===== src/rtl/mux_n_sync_pkg.sv =====
// mux_n_pkg: shared types and width helpers for the mux_n_sync slice.
// Optional feature macro used elsewhere in this slice: MUXN_ERR_EN.
package mux_n_pkg;

  // Two-state control: free-running selection or blanked settle window.
  typedef enum logic {
    RUN    = 1'b0,
    SETTLE = 1'b1
  } state_e;

  // Ceiling log2 for elaboration-time width arithmetic (clog2(1) = 0).
  function automatic int clog2(input int v);
    int r;
    r = 0;
    while ((1 << r) < v) r++;
    return r;
  endfunction

  // Select width: enough bits to index every channel, never less than one.
  function automatic int sel_width(input int ch);
    int w;
    w = clog2(ch);
    return (w < 1) ? 1 : w;
  endfunction

endpackage


===== src/rtl/mux_n_sync_if.sv =====
// mux_n_sync_if: bundles the channel inputs, select handshake and status outputs.
// The sel_err signal exists only when MUXN_ERR_EN is defined.
interface mux_n_sync_if #(
  parameter int WIDTH = 8,
  parameter int CH    = 4
);
  import mux_n_pkg::*;

  localparam int SW = sel_width(CH);

  logic [CH*WIDTH-1:0] in_data;
  logic [SW-1:0]       sel;
  logic                sel_req;
  logic [WIDTH-1:0]    out_data;
  logic                out_valid;
  logic                busy;
  logic [SW-1:0]       sel_cur;
`ifdef MUXN_ERR_EN
  logic                sel_err;
`endif

  // Source side: drives channels and select requests, observes status.
  modport master (
    output in_data, sel, sel_req,
    input  out_data, out_valid, busy, sel_cur
`ifdef MUXN_ERR_EN
    , input sel_err
`endif
  );

  // Multiplexer side: consumes channels and requests, drives status.
  modport slave (
    input  in_data, sel, sel_req,
    output out_data, out_valid, busy, sel_cur
`ifdef MUXN_ERR_EN
    , output sel_err
`endif
  );

endinterface


===== src/rtl/mux_n_sync_core.sv =====
// mux_n_core: purely combinational CH:1 selector of WIDTH-bit channels.
module mux_n_core
  import mux_n_pkg::*;
#(
  parameter int WIDTH = 8,
  parameter int CH    = 4,
  parameter int SW    = sel_width(CH)
) (
  input  logic [CH*WIDTH-1:0] in_data_i,
  input  logic [SW-1:0]       sel_i,
  output logic [WIDTH-1:0]    data_o
);

  // Pick the channel addressed by sel_i; out-of-range indices give zero.
  always_comb begin
    data_o = '0;
    for (int k = 0; k < CH; k++) begin
      if (sel_i == SW'(k)) begin
        data_o = in_data_i[k*WIDTH +: WIDTH];
      end
    end
  end

endmodule


===== src/rtl/mux_n_sync.sv =====
// mux_n_sync: registered N-channel multiplexer with a blanked, handshaked
// select change. Define MUXN_ERR_EN to get the sel_err rejection pulse.
module mux_n_sync #(
  parameter int WIDTH  = 8,
  parameter int CH     = 4,
  parameter int SETTLE = 2
) (
  input  logic         clk,
  input  logic         rst_n,
  mux_n_sync_if.slave  bus
);
  import mux_n_pkg::*;

  localparam int             SW     = sel_width(CH);
  localparam int             CW     = clog2(SETTLE + 1);
  localparam logic [SW:0]    CH_L   = (SW + 1)'(CH);
  localparam logic [CW-1:0]  RELOAD = CW'(SETTLE - 1);

  state_e           state_q, state_d;
  logic [CW-1:0]    cnt_q, cnt_d;
  logic [SW-1:0]    selPend_q, selPend_d;
  logic [SW-1:0]    selCur_q, selCur_d;
  logic [WIDTH-1:0] outData_q, outData_d;
  logic             outValid_q, outValid_d;
  logic [WIDTH-1:0] coreData;
  logic             reqValid;
  logic             busy;

  // A request is only honoured when it names an existing channel.
  assign reqValid = bus.sel_req && ({1'b0, bus.sel} < CH_L);

  mux_n_core #(
    .WIDTH (WIDTH),
    .CH    (CH)
  ) uCore (
    .in_data_i (bus.in_data),
    .sel_i     (selCur_q),
    .data_o    (coreData)
  );

  // State register.
  always_ff @(posedge clk or negedge rst_n) begin
    if (!rst_n) state_q <= RUN;
    else        state_q <= state_d;
  end

  // Next state plus settle counter and channel bookkeeping; a valid request
  // during settling restarts the window even if it names the current channel.
  always_comb begin
    state_d   = state_q;
    cnt_d     = cnt_q;
    selPend_d = selPend_q;
    selCur_d  = selCur_q;
    case (state_q)
      RUN: begin
        if (reqValid && (bus.sel != selCur_q)) begin
          selPend_d = bus.sel;
          cnt_d     = RELOAD;
          state_d   = mux_n_pkg::SETTLE;
        end
      end
      mux_n_pkg::SETTLE: begin
        if (reqValid) begin
          selPend_d = bus.sel;
          cnt_d     = RELOAD;
        end else if (cnt_q == '0) begin
          selCur_d = selPend_q;
          state_d  = RUN;
        end else begin
          cnt_d = cnt_q - CW'(1);
        end
      end
      default: state_d = RUN;
    endcase
  end

  // Outputs: data only follows the channel while staying in RUN; anything
  // else freezes it and drops valid.
  always_comb begin
    outData_d  = outData_q;
    outValid_d = 1'b0;
    busy       = (state_q == mux_n_pkg::SETTLE);
    if ((state_q == RUN) && (state_d == RUN)) begin
      outData_d  = coreData;
      outValid_d = 1'b1;
    end
  end

  // Datapath and bookkeeping registers, all cleared by reset.
  always_ff @(posedge clk or negedge rst_n) begin
    if (!rst_n) begin
      cnt_q      <= '0;
      selPend_q  <= '0;
      selCur_q   <= '0;
      outData_q  <= '0;
      outValid_q <= 1'b0;
    end else begin
      cnt_q      <= cnt_d;
      selPend_q  <= selPend_d;
      selCur_q   <= selCur_d;
      outData_q  <= outData_d;
      outValid_q <= outValid_d;
    end
  end

  assign bus.out_data  = outData_q;
  assign bus.out_valid = outValid_q;
  assign bus.busy      = busy;
  assign bus.sel_cur   = selCur_q;

`ifdef MUXN_ERR_EN
  logic selErr_q;

  // One-cycle pulse in the cycle after an out-of-range request.
  always_ff @(posedge clk or negedge rst_n) begin
    if (!rst_n) selErr_q <= 1'b0;
    else        selErr_q <= bus.sel_req && !({1'b0, bus.sel} < CH_L);
  end

  assign bus.sel_err = selErr_q;
`endif

endmodule


===== src/flat_wrapper.sv =====
// flat-port wrapper written by rule: the top's interface ports become plain ports
module mux_n_sync_flat import mux_n_pkg::*;
#(
  parameter int WIDTH  = 8,
  parameter int CH     = 4,
  parameter int SETTLE = 2
)
  (clk, rst_n, bus_in_data, bus_sel, bus_sel_req, bus_out_data, bus_out_valid, bus_busy, bus_sel_cur);
  mux_n_sync_if #(.WIDTH(WIDTH), .CH(CH)) bus_i ();
  input  logic clk;
  input  logic rst_n;
  input wire logic [$bits(bus_i.in_data)-1:0] bus_in_data;
  input wire logic [$bits(bus_i.sel)-1:0] bus_sel;
  input wire logic [$bits(bus_i.sel_req)-1:0] bus_sel_req;
  output wire logic [$bits(bus_i.out_data)-1:0] bus_out_data;
  output wire logic [$bits(bus_i.out_valid)-1:0] bus_out_valid;
  output wire logic [$bits(bus_i.busy)-1:0] bus_busy;
  output wire logic [$bits(bus_i.sel_cur)-1:0] bus_sel_cur;
  assign bus_i.in_data = bus_in_data;
  assign bus_i.sel = bus_sel;
  assign bus_i.sel_req = bus_sel_req;
  assign bus_out_data = bus_i.out_data;
  assign bus_out_valid = bus_i.out_valid;
  assign bus_busy = bus_i.busy;
  assign bus_sel_cur = bus_i.sel_cur;
  mux_n_sync #(.WIDTH(WIDTH), .CH(CH), .SETTLE(SETTLE)) u_core (.clk(clk), .rst_n(rst_n), .bus(bus_i));
endmodule

===== config.mk =====
export PLATFORM = sky130hd
export DESIGN_NAME = mux_n_sync_flat
export DESIGN_NICKNAME = d
export VERILOG_FILES = /design/src/rtl/mux_n_sync_pkg.sv /design/src/rtl/mux_n_sync_if.sv /design/src/rtl/mux_n_sync_core.sv /design/src/rtl/mux_n_sync.sv /design/src/flat_wrapper.sv
export SDC_FILE = /design/constraint.sdc
export NUM_CORES = 1
export LEC_CHECK = 0
export CORE_AREA = 2 2 50 52
export DETAILED_ROUTE_END_ITERATION = 8
export DIE_AREA = 0 0 52 54
export GPL_TIMING_DRIVEN = 0
export PLACE_DENSITY = 0.81
export SETUP_SLACK_MARGIN = 0.3
export SLEW_MARGIN = 20
export SYNTH_ARGS = -nofsm -noshare
export SYNTH_HDL_FRONTEND = slang
export SYNTH_HIERARCHICAL = 1
export SYNTH_SLANG_ARGS = --single-unit

===== constraint.sdc =====
create_clock -name clk -period 2.6 [get_ports clk]
set_clock_uncertainty 0.2 [all_clocks]
set_input_delay 0.39 -clock clk [delete_from_list [all_inputs] [get_ports clk]]
set_output_delay 0.39 -clock clk [all_outputs]
set_load 0.05 [all_outputs]

## Yosys cells after proc, flatten, opt, wreduce, memory -nomap -nowiden

Cells that the tools add are included.

- Bitwise logic cells: 3
- Equal/unequal tests: 7
- Add/sub/neg operators: 1
- Reduce and logical (&&, ||, !) cells: 7
- Muxes and demuxes: 16

Operators with widths:

| kind | number |
|---|---|
| $mux 8 | 4 |
| $mux 2 | 5 |
| $pmux 2 s2 | 2 |
| $eq 2x2->1 const B | 2 |
| $logic_not 2->1 | 2 |
| $mux 1 | 4 |
| $reduce_and 2->1 | 2 |
| $ne 3x3->1 const B | 1 |
| $not 1->1 | 3 |
| $reduce_and 3->1 | 1 |
| $eq 2x1->1 const B | 1 |
| $logic_and 1x1->1 | 2 |
| $ne 2x1->1 const B | 1 |
| $ne 2x2->1 | 1 |
| $ne 2x2->1 const B | 1 |
| $pmux 1 s2 | 1 |
| $sub 2x1->2 const B | 1 |

- Input port bits: 37
- Logic and storage cells: 40
- Register bits: 16
- Output and inout bits: 12

## Logic depth before layout (Yosys ltp)

- Depth after elaboration: 7
- Gate-level depth with buffers: 6
- Gate-level depth less buffers: 6

## Hierarchy

Netlist, hierarchy kept.

Modules (own cells, without submodules):

| module | instances | area each (um^2) | cells an instance | seq. area each (um^2) |
|---|---|---|---|---|
| mux_n_sync | 1 | 685.7 | 47 | 400.4 |
| mux_n_core | 1 | 196.4 | 10 | 0.0 |

## Worst setup path after synthesis

Ideal clock, no wire load.

- Kind: register to register
- Start: reg u_core.selCur_q[0] (netlist: u_core/bus.sel_cur[0])
- End: reg u_core.outData_q[2] (netlist: u_core/bus.out_data[2])
- Arrival: 1.632 ns
- Library setup time: 0.125 ns
- Stages on the path, launching flop included: 4
- Period minus slack after synthesis: 1.957 ns
- Path buffers: 1
- Setup slack: 0.643 ns
- Data required time: 2.275 ns
- Path through: dfrtp_1 > buf_6 > mux4_2 > mux2_4

- Elaborated cells between the ends (all ways): 14
- Classes of those cells: eq/ne: 4; mux: 6; bitwise: 1; reduce/logical: 3

RTL lines:

| what | line | RTL |
|---|---|---|
| start: declaration | mux_n_sync.sv:22 | `logic [SW-1:0] selCur_q, selCur_d;` |
| start signal: assignment | mux_n_sync.sv:100 | `selCur_q <= selCur_d;` |
| $logic_not 2->1 | mux_n_sync_core.sv:18 | `if (sel_i == SW'(k)) begin` |
| $mux 8 (3 in series) | mux_n_sync_core.sv:18 |  |
| $mux 8 (*) | mux_n_sync_core.sv:18 |  |
| via u_core.coreData[2] | mux_n_sync.sv:25 | `logic [WIDTH-1:0] coreData;` |
| end signal: assignment | mux_n_sync.sv:101 | `outData_q <= outData_d;` |
| end: declaration | mux_n_sync.sv:23 | `logic [WIDTH-1:0] outData_q, outData_d;` |

The timed path passes the listed nets; every way through them passes the cells marked *.
A chain may end at the register's enable or synchronous reset.

## Worst setup path after layout

- Start: reg u_core.state_q (netlist: u_core/bus.busy)
- End: out bus_busy

RTL lines:

| what | line | RTL |
|---|---|---|
| start: declaration | mux_n_sync.sv:19 | `state_e state_q, state_d;` |
| start signal: assignment | mux_n_sync.sv:44 | `else state_q <= state_d;` |
| end: declaration | flat_wrapper.sv:17 | `output wire logic [$bits(bus_i.busy)-1:0] bus_busy;` |

No word-level cell between the ends.

==> qor.csv <==
metric;value;unit
synth_cell_type_count;20;
crit_type;flop to primary output;
postCtsSetupRepairBufs;0;
crit_chain;clkdlybuf4s50_1;
clkSlewWorstSetupHoldPaths;0.08;ns
pwr-share-comb;0.662;
critPathLaunchType;flop;
final-instance-count-excl-fill;138;
endpoint_kind;primary output;
wirelength;2.086;mm
dr_total_vias;693;
numCtsBuffers;3;
multi_input_area;446.7;um^2
max-slew-margin-rel;0.5423;
final_common_cell;clkdlybuf4s50_1;
nets;148;
hold_buffers;0;
fmax;0.4647;GHz
status;complete, no violations;
n_fill_cell;181;
power_switching;719.0;uW
die_x;52;um
placed_cell_area;0.001400;mm^2
critPathMaxFanout;6;
cts_tree;yes;
slowest_delay;0.84;ns
track_usage;0.1620;
start_util;0.3803;
worst-slew-pin-transition;0.6844;ns
clkLatencyLatePin;0.28;ns
synthTopCellsByArea;dfrtp_1, mux4_2, mux2_4;
overflow;0;
rsz0062_at_grt;false;
synth_area_leader_cell;dfrtp_1;
switching_share;0.4347;
routedWlPerCell;15.12;um
synth.net_count;95;
grt_pass1_wl;3.167;mm
io_buffers;48;
grt_max_degree;17;
die_h;54;um
syn-cell-area;882.1;um^2
dp_cells;135;
drv_slew;0;
post-dp-hpwl;1.645;mm
drt_iter0_markers;8;
final.setup.tns;0;ns
io_pins;49;
core_region_area;0.002320;mm^2
power.internal;935.1;uW
required;2.01;ns
seq_area;400.4;um^2
power_density;1163;mW/mm^2
clock_path_buffers;2;
cp_slowest_cell;clkdlybuf4s50_1;
num_rows;18;
cts.sinks;16;
finalCritPeriodShare;0.8276;
clkPwrFrac;0.075;
whs;0.3119;ns
vdd.ir_drop.worst;0.7065;mV
cap_violations;0;
antenna_left;0;
routed_via_density;5.022;
crit_arrival;1.56;ns
root_buffer;clkbuf_4;
synth_top_area_frac;0.4539;
firstDrtPassIters;4;
die_area;0.002808;mm^2
critPathTopFamily;buffers and inverters;
design_area;0.001423;mm^2
first_global_vias;722;
final.min_clock_period;2.152;ns
diodes;0;
total_power;1654;uW
gp_congestion;0.6457;
synthCells;57;
cts_resized;0;
min_path_type;flop to flop;
layout_common_cells;clkdlybuf4s50_1, dfrtp_1, mux4_2, mux2_4, mux2_2;
pwr-share-seq;0.263;
yosys_warnings;6;
finalSetupViolCount;0;
drive_above_1_share;0.2593;
ys_seq_elements;16;
cp_num_buf_inv;1;
leakage;0.0005704;uW
avgSynthCellArea;15.48;um^2
areaGrowthSynthToFinish;61.28;%
finalHoldViolCount;0;
post-route-drc-count;0;
htree_levels;1;
antenna_found_initial;0;
ys_seq_area_frac;0.4539;
-- path summary, 6_finish.rpt --
kind	start	end	slack [ns]	cells after the start
max in group asynchronous	rst_n	u_core/selPend_q[1]	1.44	1
min in group asynchronous	rst_n	u_core/cnt_q[0]	0.32	1
hold / removal	u_core/selPend_q[1]	u_core/selPend_q[1]	0.31	1
setup / recovery	u_core/bus.busy	bus_busy	0.45	1
setup reg to reg	u_core/bus.sel_cur[1]	u_core/bus.out_data[2]	0.85	5
hold reg to reg	u_core/selPend_q[1]	u_core/selPend_q[1]	0.31	1
-- cells in the mapped netlist --
cell type and number:
clkbuf_2 1, and2_1 1, nor2_1 2, ha_1 1
buf_6 2, nor2b_1 1, inv_1 2, nor4b_1 1
o21ai_0 1, dfrtp_1 16, mux2_2 6, a21o_2 1
nor3b_1 1, a21oi_1 1, xnor2_1 2, a21oi_2 1
nand2_1 2, mux2_4 6, a211oi_1 1, mux4_2 8
-- logic make-up after synthesis --
group,share of synthesized area
multiplexers,0.3830
AO/OA/AOI/OAI,0.03971
adder cells (fa/ha/maj),0.01418
XOR/XNOR,0.01986
AND/OR/NAND/NOR,0.04967
buffers and inverters,0.03971
flip-flops,0.4539
-- metal layers --
metal | vias to the layer above | track usage | part of all wire
met5 | - | 0 | 0
met4 | 0 | 0.07895 | 0.011
met3 | 2 | 0.05000 | 0.099
met2 | 30 | 0.2911 | 0.52
met1 | 343 | 0.1723 | 0.37
li1 | 318 | - | -
-- sequential cells by signal, summed over array words and instances (netlist names) --
register,count
u_core/selPend_q,2
u_core/bus.out_data,8
u_core/bus.out_valid,1
u_core/bus.sel_cur,2
u_core/cnt_q,2
u_core/bus.busy,1
-- area by class of cell --
type | instances | share of cell area
Timing Repair Buffer | 48 | 0.3377
Clock buffer | 3 | 0.01583
Multi-Input combinational cell | 36 | 0.3140
Tap cell | 30 | 0.02639
Sequential cell | 16 | 0.2814
Buffer | 3 | 0.01935
Inverter | 2 | 0.005277
-- through the flow --
step	setup slack [ns]	utilization
detailed placement	0.4165	0.6036
global placement	0.4422	0.6036
finish	0.4482	0.6133
global route	0.3820	0.6133
CTS	0.4338	0.6133
floorplan	0.6430	-
-- power groups by stage --
stage / Combinational [uW] / Sequential (uW) / Clock (uW)
finish: 1100 / 434 / 124
global route: 1160 / 448 / 140
CTS: 1110 / 435 / 131
detailed placement: 1100 / 440 / 0
global placement: 1080 / 432 / 0
floorplan: 453 / 758 / 0
(Power assumes the default switching activity.)
